===== src/rtl/alu_pkg.sv =====
// Shared ALU definitions: slice geometry, saturation limits and the
// serial subtractor's FSM state encoding.
package alu_pkg;

  localparam int WIDTH = 16;
  localparam int SLICE = 4;

  localparam logic [15:0] SAT_POS = 16'h7FFF;
  localparam logic [15:0] SAT_NEG = 16'h8000;

  typedef enum logic [1:0] {
    IDLE = 2'd0,
    CALC = 2'd1,
    DONE = 2'd2
  } state_t;

endpackage


===== src/rtl/sub_serial_16bit_if.sv =====
// Operand/result bus for the serial subtractor.
// Handshake: a transfer happens on a rising clk edge where valid && ready are
// both high; the source holds valid and its payload stable until that edge.
interface sub_serial_16bit_if #(
  parameter int WIDTH = 16
);
  logic             in_valid;
  logic             in_ready;
  logic [WIDTH-1:0] A;
  logic [WIDTH-1:0] B;
  logic             sat;
  logic             out_valid;
  logic             out_ready;
  logic [WIDTH-1:0] Result;
  logic             N;
  logic             Z;
  logic             V;

  modport master (
    output in_valid, A, B, sat, out_ready,
    input  in_ready, out_valid, Result, N, Z, V
  );

  modport slave (
    input  in_valid, A, B, sat, out_ready,
    output in_ready, out_valid, Result, N, Z, V
  );
endinterface


===== src/rtl/sub_slice_4bit.sv =====
// One 4-bit ripple slice: Sum/Cout = A + Bn + Cin. Subtraction comes from the
// caller feeding the inverted subtrahend and a carry-in of 1 on slice 0.
module sub_slice_4bit (
  input  logic [3:0] A,
  input  logic [3:0] Bn,
  input  logic       Cin,
  output logic [3:0] Sum,
  output logic       Cout
);

  assign {Cout, Sum} = {1'b0, A} + {1'b0, Bn} + {4'b0000, Cin};

endmodule


===== src/rtl/sub_serial_16bit.sv =====
// Multi-cycle A-B: one 4-bit slice per cycle through a shared slice adder,
// registered borrow chain, N/Z/V flags and optional signed saturation.
module sub_serial_16bit
  import alu_pkg::*;
#(
  parameter int WIDTH = alu_pkg::WIDTH,
  parameter int SLICE = alu_pkg::SLICE
) (
  input  logic                 clk,
  input  logic                 rst_n,
  sub_serial_16bit_if.slave    bus,
  output state_t               dbg_state
);

  localparam int NSL   = WIDTH / SLICE;
  localparam int IDX_W = $clog2(NSL);
  localparam logic [IDX_W-1:0] LAST_IDX = IDX_W'(NSL - 1);
  localparam logic [WIDTH-1:0] SAT_P = {1'b0, {(WIDTH-1){1'b1}}};
  localparam logic [WIDTH-1:0] SAT_N = {1'b1, {(WIDTH-1){1'b0}}};

  state_t             state_q, state_d;
  logic               accept, step, finish;
  logic [WIDTH-1:0]   a_q, bn_q, res_q;
  logic               sat_q, carry_q;
  logic [IDX_W-1:0]   idx_q;
  logic               n_q, z_q, v_q;

  logic [SLICE-1:0]   a_sl, bn_sl, sum_sl;
  logic               cout_sl;
  logic [WIDTH-1:0]   raw, final_res;
  logic               ovf, a_msb, b_msb;

  always_ff @(posedge clk or negedge rst_n) begin
    if (!rst_n) state_q <= IDLE;
    else        state_q <= state_d;
  end

  always_comb begin
    state_d = state_q;
    accept  = 1'b0;
    step    = 1'b0;
    finish  = 1'b0;
    case (state_q)
      IDLE: begin
        if (bus.in_valid) begin
          accept  = 1'b1;
          state_d = CALC;
        end
      end
      CALC: begin
        step = 1'b1;
        if (idx_q == LAST_IDX) begin
          finish  = 1'b1;
          state_d = DONE;
        end
      end
      DONE: begin
        if (bus.out_ready) state_d = IDLE;
      end
      default: state_d = IDLE;
    endcase
  end

  assign a_sl  = a_q[int'(idx_q)*SLICE +: SLICE];
  assign bn_sl = bn_q[int'(idx_q)*SLICE +: SLICE];

  sub_slice_4bit u_slice (
    .A    (a_sl),
    .Bn   (bn_sl),
    .Cin  (carry_q),
    .Sum  (sum_sl),
    .Cout (cout_sl)
  );

  // The final slice is merged combinationally so saturation and flags can be
  // registered on the same edge that writes the top slice.
  always_comb begin
    raw = res_q;
    raw[int'(idx_q)*SLICE +: SLICE] = sum_sl;
    a_msb     = a_q[WIDTH-1];
    b_msb     = ~bn_q[WIDTH-1];
    ovf       = (a_msb != b_msb) && (raw[WIDTH-1] != a_msb);
    final_res = (sat_q && ovf) ? (a_msb ? SAT_N : SAT_P) : raw;
  end

  always_ff @(posedge clk or negedge rst_n) begin
    if (!rst_n) begin
      a_q     <= '0;
      bn_q    <= '0;
      sat_q   <= 1'b0;
      carry_q <= 1'b0;
      idx_q   <= '0;
      res_q   <= '0;
      n_q     <= 1'b0;
      z_q     <= 1'b0;
      v_q     <= 1'b0;
    end else begin
      if (accept) begin
        a_q     <= bus.A;
        bn_q    <= ~bus.B;
        sat_q   <= bus.sat;
        carry_q <= 1'b1;
        idx_q   <= '0;
      end
      if (step) begin
        res_q[int'(idx_q)*SLICE +: SLICE] <= sum_sl;
        carry_q <= cout_sl;
        idx_q   <= idx_q + 1'b1;
      end
      if (finish) begin
        res_q <= final_res;
        v_q   <= ovf;
        n_q   <= final_res[WIDTH-1];
        z_q   <= (final_res == '0);
      end
    end
  end

  assign bus.in_ready  = (state_q == IDLE);
  assign bus.out_valid = (state_q == DONE);
  assign bus.Result    = res_q;
  assign bus.N         = n_q;
  assign bus.Z         = z_q;
  assign bus.V         = v_q;
  assign dbg_state     = state_q;

endmodule


===== src/flat_wrapper.sv =====
// flat-port wrapper written by rule: the top's interface ports become plain ports
module sub_serial_16bit_flat import alu_pkg::*;
#(
  parameter int WIDTH = alu_pkg::WIDTH,
  parameter int SLICE = alu_pkg::SLICE
)
  (clk, rst_n, dbg_state, bus_in_valid, bus_A, bus_B, bus_sat, bus_out_ready, bus_in_ready, bus_out_valid, bus_Result, bus_N, bus_Z, bus_V);
  sub_serial_16bit_if #(.WIDTH(WIDTH)) bus_i ();
  input  logic clk;
  input  logic rst_n;
  output state_t dbg_state;
  input wire logic [$bits(bus_i.in_valid)-1:0] bus_in_valid;
  input wire logic [$bits(bus_i.A)-1:0] bus_A;
  input wire logic [$bits(bus_i.B)-1:0] bus_B;
  input wire logic [$bits(bus_i.sat)-1:0] bus_sat;
  input wire logic [$bits(bus_i.out_ready)-1:0] bus_out_ready;
  output wire logic [$bits(bus_i.in_ready)-1:0] bus_in_ready;
  output wire logic [$bits(bus_i.out_valid)-1:0] bus_out_valid;
  output wire logic [$bits(bus_i.Result)-1:0] bus_Result;
  output wire logic [$bits(bus_i.N)-1:0] bus_N;
  output wire logic [$bits(bus_i.Z)-1:0] bus_Z;
  output wire logic [$bits(bus_i.V)-1:0] bus_V;
  assign bus_i.in_valid = bus_in_valid;
  assign bus_i.A = bus_A;
  assign bus_i.B = bus_B;
  assign bus_i.sat = bus_sat;
  assign bus_i.out_ready = bus_out_ready;
  assign bus_in_ready = bus_i.in_ready;
  assign bus_out_valid = bus_i.out_valid;
  assign bus_Result = bus_i.Result;
  assign bus_N = bus_i.N;
  assign bus_Z = bus_i.Z;
  assign bus_V = bus_i.V;
  sub_serial_16bit #(.WIDTH(WIDTH), .SLICE(SLICE)) u_core (.clk(clk), .rst_n(rst_n), .bus(bus_i), .dbg_state(dbg_state));
endmodule

===== config.mk =====
export PLATFORM = sky130hd
export DESIGN_NAME = sub_serial_16bit_flat
export DESIGN_NICKNAME = d
export VERILOG_FILES = /design/src/rtl/alu_pkg.sv /design/src/rtl/sub_serial_16bit_if.sv /design/src/rtl/sub_slice_4bit.sv /design/src/rtl/sub_serial_16bit.sv /design/src/flat_wrapper.sv
export SDC_FILE = /design/constraint.sdc
export NUM_CORES = 1
export LEC_CHECK = 0
export CAP_MARGIN = 20
export CORE_UTILIZATION = 47
export CTS_CLUSTER_SIZE = 20
export DETAILED_ROUTE_END_ITERATION = 10
export MAX_ROUTING_LAYER = met4
export PLACE_DENSITY = 0.77
export SLEW_MARGIN = 20
export SYNTH_ARGS = -nofsm -noshare
export SYNTH_HDL_FRONTEND = slang
export SYNTH_SLANG_ARGS = --single-unit

===== constraint.sdc =====
create_clock -name clk -period 3.29 [get_ports clk]
set_clock_uncertainty 0.1 [all_clocks]
set_input_delay 0.329 -clock clk [delete_from_list [all_inputs] [get_ports clk]]
set_output_delay 0.329 -clock clk [all_outputs]
set_load 0.03 [all_outputs]

==> impl_results.html, run 1 <==
<table>
<tr><th>Metric</th><th>Value</th></tr>
<tr><th colspan="2">Run status</th></tr>
<tr><td>Outcome</td><td>finished, final reports clean</td></tr>
<tr><th colspan="2">Global routing</th></tr>
<tr><td>First-pass GRT wire length</td><td>12.7 mm</td></tr>
<tr><td>Number of global-route vias before repair</td><td>2606</td></tr>
<tr><td>Gr ovfl total</td><td>0</td></tr>
<tr><td>Total Routing Usage GR</td><td>26.6%</td></tr>
<tr><td>Number of antenna violations at the first check in global routing</td><td>0</td></tr>
<tr><td>Maximum number of pins on one net before global-route repair</td><td>53</td></tr>
<tr><th colspan="2">Clock tree</th></tr>
<tr><td>Clock input transition at the sequential cells of the worst setup and hold paths</td><td>70 ps</td></tr>
<tr><td>Maximum count of clock buffers along a single path</td><td>2</td></tr>
<tr><td>Clock root buffer master</td><td>sky130_fd_sc_hd__clkbuf_8</td></tr>
<tr><td>Insertion delay of the later-clocked pin in the worst-skew pair</td><td>330 ps</td></tr>
<tr><td>Cts bufs inserted</td><td>9</td></tr>
<tr><td>CTS tree</td><td>yes</td></tr>
<tr><td>Sinks on the clock net</td><td>57</td></tr>
<tr><td>Level count of the clock H-tree</td><td>3</td></tr>
<tr><th colspan="2">Pwr</th></tr>
<tr><td>Total leakage power</td><td>1.82 nW</td></tr>
<tr><td>Worst supply voltage drop on vdd</td><td>0.705 mV</td></tr>
<tr><td>Internal power</td><td>0.00286 W</td></tr>
<tr><td>Seq pwr share</td><td>25.4%</td></tr>
<tr><td>Cell Pwr Density</td><td>1250 nW/um2</td></tr>
<tr><td>Sw Pwr</td><td>0.00228 W</td></tr>
<tr><td>Switching power as a share of total power</td><td>44.3%</td></tr>
<tr><td>Combinational fraction of design power</td><td>58.9%</td></tr>
<tr><td>Overall Power</td><td>0.00514 W</td></tr>
<tr><td>Clock Power Share</td><td>15.7%</td></tr>
<tr><th colspan="2">Synth</th></tr>
<tr><td>Gate Count Post-Synth</td><td>313</td></tr>
<tr><td>Number of different library cells in the post-synthesis netlist</td><td>45</td></tr>
<tr><td>Yosys synthesis warning count</td><td>0</td></tr>
<tr><td>Count of flip-flops with a built-in enable after synthesis</td><td>0</td></tr>
<tr><td>Fraction of the yosys area taken by sequential cells</td><td>47.6%</td></tr>
<tr><td>Combined area of all synthesized cells</td><td>3000 um2</td></tr>
<tr><td>FFs w/ async S/R, synth</td><td>100%</td></tr>
<tr><td>Synthesized area per cell</td><td>9.57 um2</td></tr>
<tr><td>Net Count, Synth</td><td>361</td></tr>
<tr><td>Flip-flop and latch count after synthesis</td><td>57</td></tr>
<tr><td>Top_reg_cell synth</td><td>sky130_fd_sc_hd__dfrtp_1</td></tr>
<tr><th colspan="2">Final layout</th></tr>
<tr><td>P&amp;R area growth vs syn</td><td>36.8%</td></tr>
<tr><td>Total inserted antenna cells</td><td>0</td></tr>
<tr><td>Utilization after layout</td><td>68.0%</td></tr>
<tr><td>Layout cells sized above 1</td><td>14.5%</td></tr>
<tr><td>Layout net count</td><td>436</td></tr>
<tr><td>Design Area, Final</td><td>4100 um2</td></tr>
<tr><th colspan="2">Setup path</th></tr>
<tr><td>Highest fanout seen on the critical path</td><td>5</td></tr>
<tr><td>Crit path max-delay cell type</td><td>sky130_fd_sc_hd__mux4_2</td></tr>
<tr><td>Kind of end point of the critical path</td><td>flip-flop</td></tr>
<tr><td>Delay contributed by the slowest stage of the critical path</td><td>520 ps</td></tr>
<tr><td>Critical path required time</td><td>3420 ps</td></tr>
<tr><td>Worst path buffer plus inverter count</td><td>1</td></tr>
<tr><td>Data arrival time of the critical path</td><td>3340 ps</td></tr>
<tr><td>CP Cell Sequence</td><td>buf_6 &gt; mux4_2 &gt; ha_1 &gt; a211o_1 &gt; a21o_1 &gt; a21boi_4 &gt; mux2i_4 &gt; nor2_2 &gt; o41ai_2</td></tr>
<tr><td>Kind of cell adding the most delay to the critical path</td><td>compound AO/OA/AOI/OAI gates</td></tr>
<tr><td>Start-to-end type of the worst setup path</td><td>flip-flop to flip-flop</td></tr>
<tr><td>Kind of start point of the critical path</td><td>flip-flop</td></tr>
<tr><th colspan="2">Floorplan</th></tr>
<tr><td>Initial standard-cell utilization of the core</td><td>49.7%</td></tr>
<tr><td>Overall die area</td><td>6700 um2</td></tr>
<tr><td>Placeable core area</td><td>6030 um2</td></tr>
<tr><td>Io pins</td><td>60</td></tr>
<tr><td>FP Rows</td><td>28</td></tr>
<tr><td>DIE HEIGHT</td><td>81.8 um</td></tr>
<tr><td>Die width</td><td>81.8 um</td></tr>
<tr><th colspan="2">Timing</th></tr>
<tr><td>Final hold vios</td><td>0</td></tr>
<tr><td>Headroom to the max-slew limit</td><td>41.0%</td></tr>
<tr><td>Number of setup violations in the final report</td><td>0</td></tr>
<tr><td>Min Clock Period, post-route</td><td>3210 ps</td></tr>
<tr><td>Ratio of final minimum period to clock period</td><td>97.5%</td></tr>
<tr><td>Setup repair after global routing missed its margin</td><td>yes</td></tr>
<tr><td>Number of pins with negative max-slew slack in the final report</td><td>0</td></tr>
<tr><td>Worst Max-Slew Pin Slew</td><td>881 ps</td></tr>
<tr><td>Maximum clock frequency</td><td>312 MHz</td></tr>
<tr><th colspan="2">Placement</th></tr>
<tr><td>Post-detailed-placement cell area</td><td>3710 um2</td></tr>
<tr><td>HPWL reported at the end of detailed placement</td><td>5.62 mm</td></tr>
<tr><td>Final estimated routing congestion in global placement</td><td>0.906</td></tr>
<tr><td>Count of port buffers added during placement</td><td>59</td></tr>
<tr><th colspan="2">Route</th></tr>
<tr><td>Routed WL per cell</td><td>16.4 um</td></tr>
<tr><td>DRT Wirelength</td><td>7.69 mm</td></tr>
<tr><td>Residual DRC count</td><td>0</td></tr>
<tr><td>Number of iterations in the first detailed-routing pass</td><td>6</td></tr>
<tr><td>Antenna-violating nets left</td><td>0</td></tr>
<tr><td>DR vias</td><td>2631</td></tr>
<tr><td>Starting DRC count in detailed routing</td><td>168</td></tr>
<tr><td>Via density per instance</td><td>5.62</td></tr>
<tr><th colspan="2">Job</th></tr>
<tr><td>Max Cap Viol</td><td>0</td></tr>
<tr><th colspan="2">Min path</th></tr>
<tr><td>Type of the worst min-delay path</td><td>flip-flop to flip-flop</td></tr>
</table>
==> metrics by stage <==
step	setup WS, ps	instances	hold slack [ps]	TNS, ps
floorplan	7.14	313	-66.6	0
global placement	111	445	236	0
global route	-27.2	468	399	-44.0
detailed placement	-48.4	445	242	-108
CTS	6.56	464	379	0
finish	83.5	468	372	0
==> tightest hold or removal path, delay by kind of cell (launching register included) <==
kind | cells | cell delay, ps
simple gates | 2 | 100
flops | 1 | 340
==> cells by family after synthesis <==
| family | after synthesis | share of synthesized area, % |
|---|---|---|
| compound gates | 83 | 17.6 |
| xor+xnor | 1 | 0.292 |
| fa+ha+maj | 11 | 5.10 |
| buf+inv | 23 | 2.92 |
| flops | 57 | 47.6 |
| mux | 9 | 6.47 |
| simple gates | 129 | 20.0 |
==> Yosys cell counts, types with 2 or more instances <==
cell	n	share of area, %
sky130_fd_sc_hd__nor2b_1	9	1.9
sky130_fd_sc_hd__a31oi_1	4	0.84
sky130_fd_sc_hd__a221oi_1	4	1.2
sky130_fd_sc_hd__or2_2	2	0.42
sky130_fd_sc_hd__nand2_1	81	10
sky130_fd_sc_hd__o22a_1	3	0.88
sky130_fd_sc_hd__o211ai_1	2	0.50
sky130_fd_sc_hd__nand2b_1	5	1.0
sky130_fd_sc_hd__fa_1	2	1.3
sky130_fd_sc_hd__and2_1	2	0.42
sky130_fd_sc_hd__o21ai_0	31	5.2
sky130_fd_sc_hd__mux4_2	8	6.0
sky130_fd_sc_hd__nor3_1	5	0.84
sky130_fd_sc_hd__nand3_1	6	1.0
sky130_fd_sc_hd__nor2_1	9	1.1
sky130_fd_sc_hd__o22ai_1	4	0.84
sky130_fd_sc_hd__ha_1	9	3.8
sky130_fd_sc_hd__a21oi_1	17	2.8
sky130_fd_sc_hd__a211o_1	3	0.88
sky130_fd_sc_hd__o41ai_1	3	0.88
sky130_fd_sc_hd__o21ai_1	4	0.67
sky130_fd_sc_hd__clkbuf_1	10	1.3
sky130_fd_sc_hd__inv_1	12	1.5
sky130_fd_sc_hd__dfrtp_1	57	48
==> final cells by class <==
class                   instances  area (um2)
well taps                      75        93.8
flip-flops and latches         57        1430
multi-input cells             233        1570
clock inverters                 5         103
inverters                      12        45.0
clock buffers                  11         141
fillers                       503        1930
repair buffers                 75         719
==> cells in the final DEF (no fill, tap or decap), drive strengths merged, types with 2 or more instances in the layout <==
cell type and count:
a211o 3, a21oi 18, a221oi 4, a31oi 4, and2 3, buf 16, bufinv 3, clkbuf 11
clkdlybuf4s50 58, dfrtp 57, fa 2, ha 9, inv 12, mux4 8, nand2 82, nand2b 5
nand3 6, nor2 10, nor2b 9, nor3 6, o211ai 3, o21ai 35, o22a 3, o22ai 4
o41ai 3, or2 2
==> power by group through the flow <==
stage               sequential (W)  clock, W  combinational, W
finish                     0.00131  0.000804           0.00303
CTS                        0.00130  0.000809           0.00272
global route               0.00135  0.000849           0.00330
detailed placement         0.00131         0           0.00267
floorplan                  0.00141         0           0.00173
global placement           0.00129         0           0.00260
==> sequential cells by signal, indices dropped and copies added (netlist names) <==
name / flops
u_core.carry_q: 1
u_core.bus.V: 1
u_core.bn_q: 16
u_core.a_q: 16
u_core.idx_q: 2
u_core.bus.Result: 16
u_core.bus.N: 1
u_core.dbg_state: 2
u_core.bus.Z: 1
u_core.sat_q: 1
==> path summary, 6_finish.rpt <==
| check | startpoint | end | slack [ps] | depth (start not counted) |
|---|---|---|---|---|
| worst max-delay path | u_core.idx_q[0] | u_core.bus.Result[1] | 80 | 9 |
| worst min-delay path | u_core.a_q[12] | u_core.a_q[12] | 370 | 2 |
| worst max register to register | u_core.idx_q[0] | u_core.bus.Result[1] | 80 | 9 |
| worst min register to register | u_core.a_q[12] | u_core.a_q[12] | 370 | 2 |
| max in group asynchronous | rst_n | u_core.idx_q[0] | 1830 | 3 |
| min in group asynchronous | rst_n | u_core.bus.Result[0] | 410 | 2 |
==> metal layers <==
layer	share of wire [%]	up-vias	GRT usage, %	wire, um
li1	-	1252	-	-
met1	42	1262	33.9	3240
met2	49	98	41.3	3800
met3	6.1	19	6.00	467
met4	2.4	0	10.4	184
met5	0	-	-	0
==> what timing repair did <==
action | in CTS | in global routing
resized for setup | 0 | 17
hold buffers | 1 | 0
pin swaps | 0 | 7
setup endpoints to repair | 3 | 14
gates cloned | 0 | 0
hold endpoints to repair | 23 | 0
buffers inserted | 2 | 4
Note: power is estimated with default switching activity, not from simulation.
==> inputs of run 2 (changes only) <==
--- a/config.mk
+++ b/config.mk
@@ -7,6 +7,7 @@
 export LEC_CHECK = 0
 export CAP_MARGIN = 20
 export CORE_UTILIZATION = 47
+export CTS_CLUSTER_DIAMETER = 150
 export CTS_CLUSTER_SIZE = 20
 export DETAILED_ROUTE_END_ITERATION = 10
 export MAX_ROUTING_LAYER = met4
==> results of run 2 <==
Final layout, timing and power as in run 1 (identical DEF).
==> inputs of run 3 (changes only) <==
--- a/config.mk
+++ b/config.mk
@@ -10,6 +10,7 @@
 export CTS_CLUSTER_DIAMETER = 150
 export CTS_CLUSTER_SIZE = 20
 export DETAILED_ROUTE_END_ITERATION = 10
+export GPL_ROUTABILITY_DRIVEN = 0
 export MAX_ROUTING_LAYER = met4
 export PLACE_DENSITY = 0.77
 export SLEW_MARGIN = 20
==> run 3 against run 2 <==
Effect of this change:
- global-route usage down 0.88 points
- first-iteration DRC count is 33% higher
- cell area shrank 1.1%
- cell count decreased by 0.43%
- fmax shrank 0.38%
- sequential share of layout area increased by 0.39 points
- largest power group unchanged
==> impl_results.html, run 3 (synthesized netlist as in run 1, its figures left out) <==
<table>
<tr><th>Metric</th><th>Value</th></tr>
<tr><th colspan="2">Run status</th></tr>
<tr><td>Outcome</td><td>finished, final reports clean</td></tr>
<tr><th colspan="2">Timing</th></tr>
<tr><td>Maximum clock frequency</td><td>311 MHz (-0.38%)</td></tr>
<tr><td>Final TNS setup</td><td>0 ps (unchanged)</td></tr>
<tr><td>Number of setup violations in the final report</td><td>0 (unchanged)</td></tr>
<tr><td>Worst Max-Slew Pin Slew</td><td>807 ps (-74.0 ps)</td></tr>
<tr><td>Ratio of final minimum period to clock period</td><td>97.8% (+0.37 points)</td></tr>
<tr><td>Number of pins with negative max-slew slack in the final report</td><td>0 (unchanged)</td></tr>
<tr><td>Min Clock Period, post-route</td><td>3220 ps (+12.1 ps)</td></tr>
<tr><td>Headroom to the max-slew limit</td><td>46.2% (+5.3 points)</td></tr>
<tr><td>Final hold vios</td><td>0 (unchanged)</td></tr>
<tr><th colspan="2">Global routing</th></tr>
<tr><td>First-pass GRT wire length</td><td>12.4 mm (-2.4%)</td></tr>
<tr><td>Gr ovfl total</td><td>0 (unchanged)</td></tr>
<tr><td>Total Routing Usage GR</td><td>25.7% (-0.88 points)</td></tr>
<tr><td>Maximum number of pins on one net before global-route repair</td><td>38 (-28%)</td></tr>
<tr><td>Number of global-route vias before repair</td><td>2601 (-0.19%)</td></tr>
<tr><td>Number of antenna violations at the first check in global routing</td><td>0 (unchanged)</td></tr>
<tr><th colspan="2">Final layout</th></tr>
<tr><td>Highest-count cells in the layout ignoring fill and taps</td><td>sky130_fd_sc_hd__nand2_1 (80), sky130_fd_sc_hd__clkdlybuf4s50_1 (58), sky130_fd_sc_hd__dfrtp_1 (56)</td></tr>
<tr><td>P&amp;R area growth vs syn</td><td>35.3%</td></tr>
<tr><td>Final Instance Count excl. Fillers</td><td>466 (-0.43%)</td></tr>
<tr><td>Layout net count</td><td>434 (-0.46%)</td></tr>
<tr><td>Total inserted antenna cells</td><td>0 (unchanged)</td></tr>
<tr><td>Layout cells sized above 1</td><td>14.3% (-0.18 points)</td></tr>
<tr><td>Leading cell type in the layout, fill and taps excluded</td><td>sky130_fd_sc_hd__nand2_1</td></tr>
<tr><td>Design Area, Final</td><td>4050 um2 (-1.1%)</td></tr>
<tr><td>Number of fillers in the final layout</td><td>459 (-8.7%)</td></tr>
<tr><th colspan="2">Setup path</th></tr>
<tr><td>Start-to-end type of the worst setup path</td><td>flip-flop to flip-flop</td></tr>
<tr><td>Highest fanout seen on the critical path</td><td>5 (unchanged)</td></tr>
<tr><td>Critical path required time</td><td>3430 ps (about the same)</td></tr>
<tr><td>CP Cell Sequence</td><td>buf_6 &gt; mux4_2 &gt; ha_4 &gt; a211o_1 &gt; a21o_1 &gt; a21boi_4 &gt; mux2i_4 &gt; nor2_4 &gt; o41ai_2</td></tr>
<tr><td>Delay contributed by the slowest stage of the critical path</td><td>550 ps (+30 ps)</td></tr>
<tr><td>Kind of start point of the critical path</td><td>flip-flop</td></tr>
<tr><td>Crit path max-delay cell type</td><td>sky130_fd_sc_hd__mux4_2</td></tr>
<tr><td>Kind of end point of the critical path</td><td>flip-flop</td></tr>
<tr><td>Data arrival time of the critical path</td><td>3360 ps (+20 ps)</td></tr>
<tr><th colspan="2">Clock tree</th></tr>
<tr><td>CTS tree</td><td>yes</td></tr>
<tr><td>Clock root buffer master</td><td>sky130_fd_sc_hd__clkbuf_8</td></tr>
<tr><td>Clock input transition at the sequential cells of the worst setup and hold paths</td><td>70 ps (about the same)</td></tr>
<tr><td>Level count of the clock H-tree</td><td>3 (unchanged)</td></tr>
<tr><td>Cts bufs inserted</td><td>9 (unchanged)</td></tr>
<tr><td>Insertion delay of the later-clocked pin in the worst-skew pair</td><td>350 ps (+20 ps)</td></tr>
<tr><td>Sinks on the clock net</td><td>57 (unchanged)</td></tr>
<tr><td>Maximum count of clock buffers along a single path</td><td>2 (unchanged)</td></tr>
<tr><th colspan="2">Floorplan</th></tr>
<tr><td>Die width</td><td>81.8 um (unchanged)</td></tr>
<tr><td>DIE HEIGHT</td><td>81.8 um (unchanged)</td></tr>
<tr><td>Overall die area</td><td>6700 um2 (unchanged)</td></tr>
<tr><td>FP Rows</td><td>28 (unchanged)</td></tr>
<tr><td>Placeable core area</td><td>6030 um2 (unchanged)</td></tr>
<tr><td>Initial standard-cell utilization of the core</td><td>49.7% (unchanged)</td></tr>
<tr><td>Io pins</td><td>60 (unchanged)</td></tr>
<tr><th colspan="2">Placement</th></tr>
<tr><td>Post-detailed-placement cell area</td><td>3710 um2 (unchanged)</td></tr>
<tr><td>Post-Place Cells</td><td>445 (unchanged)</td></tr>
<tr><td>Count of port buffers added during placement</td><td>59 (unchanged)</td></tr>
<tr><td>HPWL reported at the end of detailed placement</td><td>5.36 mm (-4.7%)</td></tr>
<tr><th colspan="2">Pwr</th></tr>
<tr><td>Cell Pwr Density</td><td>1220 nW/um2 (-2.4%)</td></tr>
<tr><td>Worst supply voltage drop on vdd</td><td>0.615 mV (-13%)</td></tr>
<tr><td>Overall Power</td><td>0.00496 W (-3.4%)</td></tr>
<tr><td>Total leakage power</td><td>1.79 nW (-1.9%)</td></tr>
<tr><th colspan="2">Route</th></tr>
<tr><td>Starting DRC count in detailed routing</td><td>224 (+33%)</td></tr>
<tr><td>Residual DRC count</td><td>0 (unchanged)</td></tr>
<tr><td>DRT Wirelength</td><td>7.50 mm (-2.4%)</td></tr>
<tr><td>DR vias</td><td>2659 (+1.1%)</td></tr>
<tr><td>Antenna-violating nets left</td><td>0 (unchanged)</td></tr>
<tr><td>Via density per instance</td><td>5.71 (+1.5%)</td></tr>
<tr><td>Number of iterations in the first detailed-routing pass</td><td>5 (-1)</td></tr>
<tr><td>Routed WL per cell</td><td>16.1 um (-2.0%)</td></tr>
<tr><th colspan="2">Job</th></tr>
<tr><td>Max Cap Viol</td><td>0 (unchanged)</td></tr>
<tr><th colspan="2">Min path</th></tr>
<tr><td>Type of the worst min-delay path</td><td>flip-flop to flip-flop</td></tr>
</table>
run 3: cell count changes in the layout (fill, tap and decap cells not counted), moves of 2 or more:
cell,change
sky130_fd_sc_hd__clkbuf_8,+2
sky130_fd_sc_hd__a221oi_1,+2
sky130_fd_sc_hd__a221oi_4,-2
sky130_fd_sc_hd__buf_4,-2
sky130_fd_sc_hd__o21ai_0,+2
run 3: per-layer routing:
layer / track usage, % / vias up / share of wire (%)
met5: - / - / 0
met1: 30.8 / 1272 / 42
met3: 6.33 / 19 / 5.5
li1: - / 1248 / -
met4: 10.5 / 0 / 2.4
met2: 41.6 / 120 / 50
run 3: metrics by stage:
step                      setup slack, ps  hold WS [ps]  utilization [%]
final                                71.4           377             67.2
after global placement                104           351             61.5
after detailed placement            -2.54           357             61.5
after floorplan                      7.14         -66.6                -
after CTS                            20.9           380             65.8
after global routing                -15.8           409             67.2
run 3: final cells by class:
class                      count  area [um2]  share of cell area (%)
multi-input combinational    233        1540                    38.0
sequential                    57        1430                    35.2
timing repair buffer          73         704                    17.4
clock buffer                  12         165                    4.08
tap                           75        93.8                    2.32
clock inverter                 4        73.8                    1.82
inverter                      12        45.0                    1.11
run 3: worst paths after layout:
check	depth (start not counted)	start	slack, ps	end
min in group asynchronous	2	rst_n	510	u_core.bn_q[5]
hold reg to reg	2	u_core.bn_q[12]	380	u_core.bn_q[12]
hold / removal	2	u_core.bn_q[12]	380	u_core.bn_q[12]
setup / recovery	9	u_core.idx_q[0]	70	u_core.bus.Result[5]
max in group asynchronous	3	rst_n	1790	u_core.bus.Result[3]
setup reg to reg	9	u_core.idx_q[0]	70	u_core.bus.Result[5]
run 3: power breakdown:
group          switching [W]  internal [W]
Clock               0.000284      0.000488
Sequential          0.000272       0.00103
Combinational        0.00166       0.00123
Total                0.00221       0.00275
run 3: worst max-delay path, delay by kind of cell, from the launching register on:
| kind | cells | cell delay, ps |
|---|---|---|
| adders and majority gates | 1 | 260 |
| and+or+nand+nor | 1 | 70 |
| buffers and inverters | 1 | 140 |
| DFF | 1 | 440 |
| muxes | 2 | 930 |
| AOI/OAI and AO/OA | 4 | 1160 |
run 3: repair_timing:
action	4_1_cts	5_1_grt
gates resized for setup	0	12
endpoints found under the hold margin	36	0
pin swaps	0	4
setup endpoints to repair	3	15
hold buffers	1	0
buffers inserted	1	3
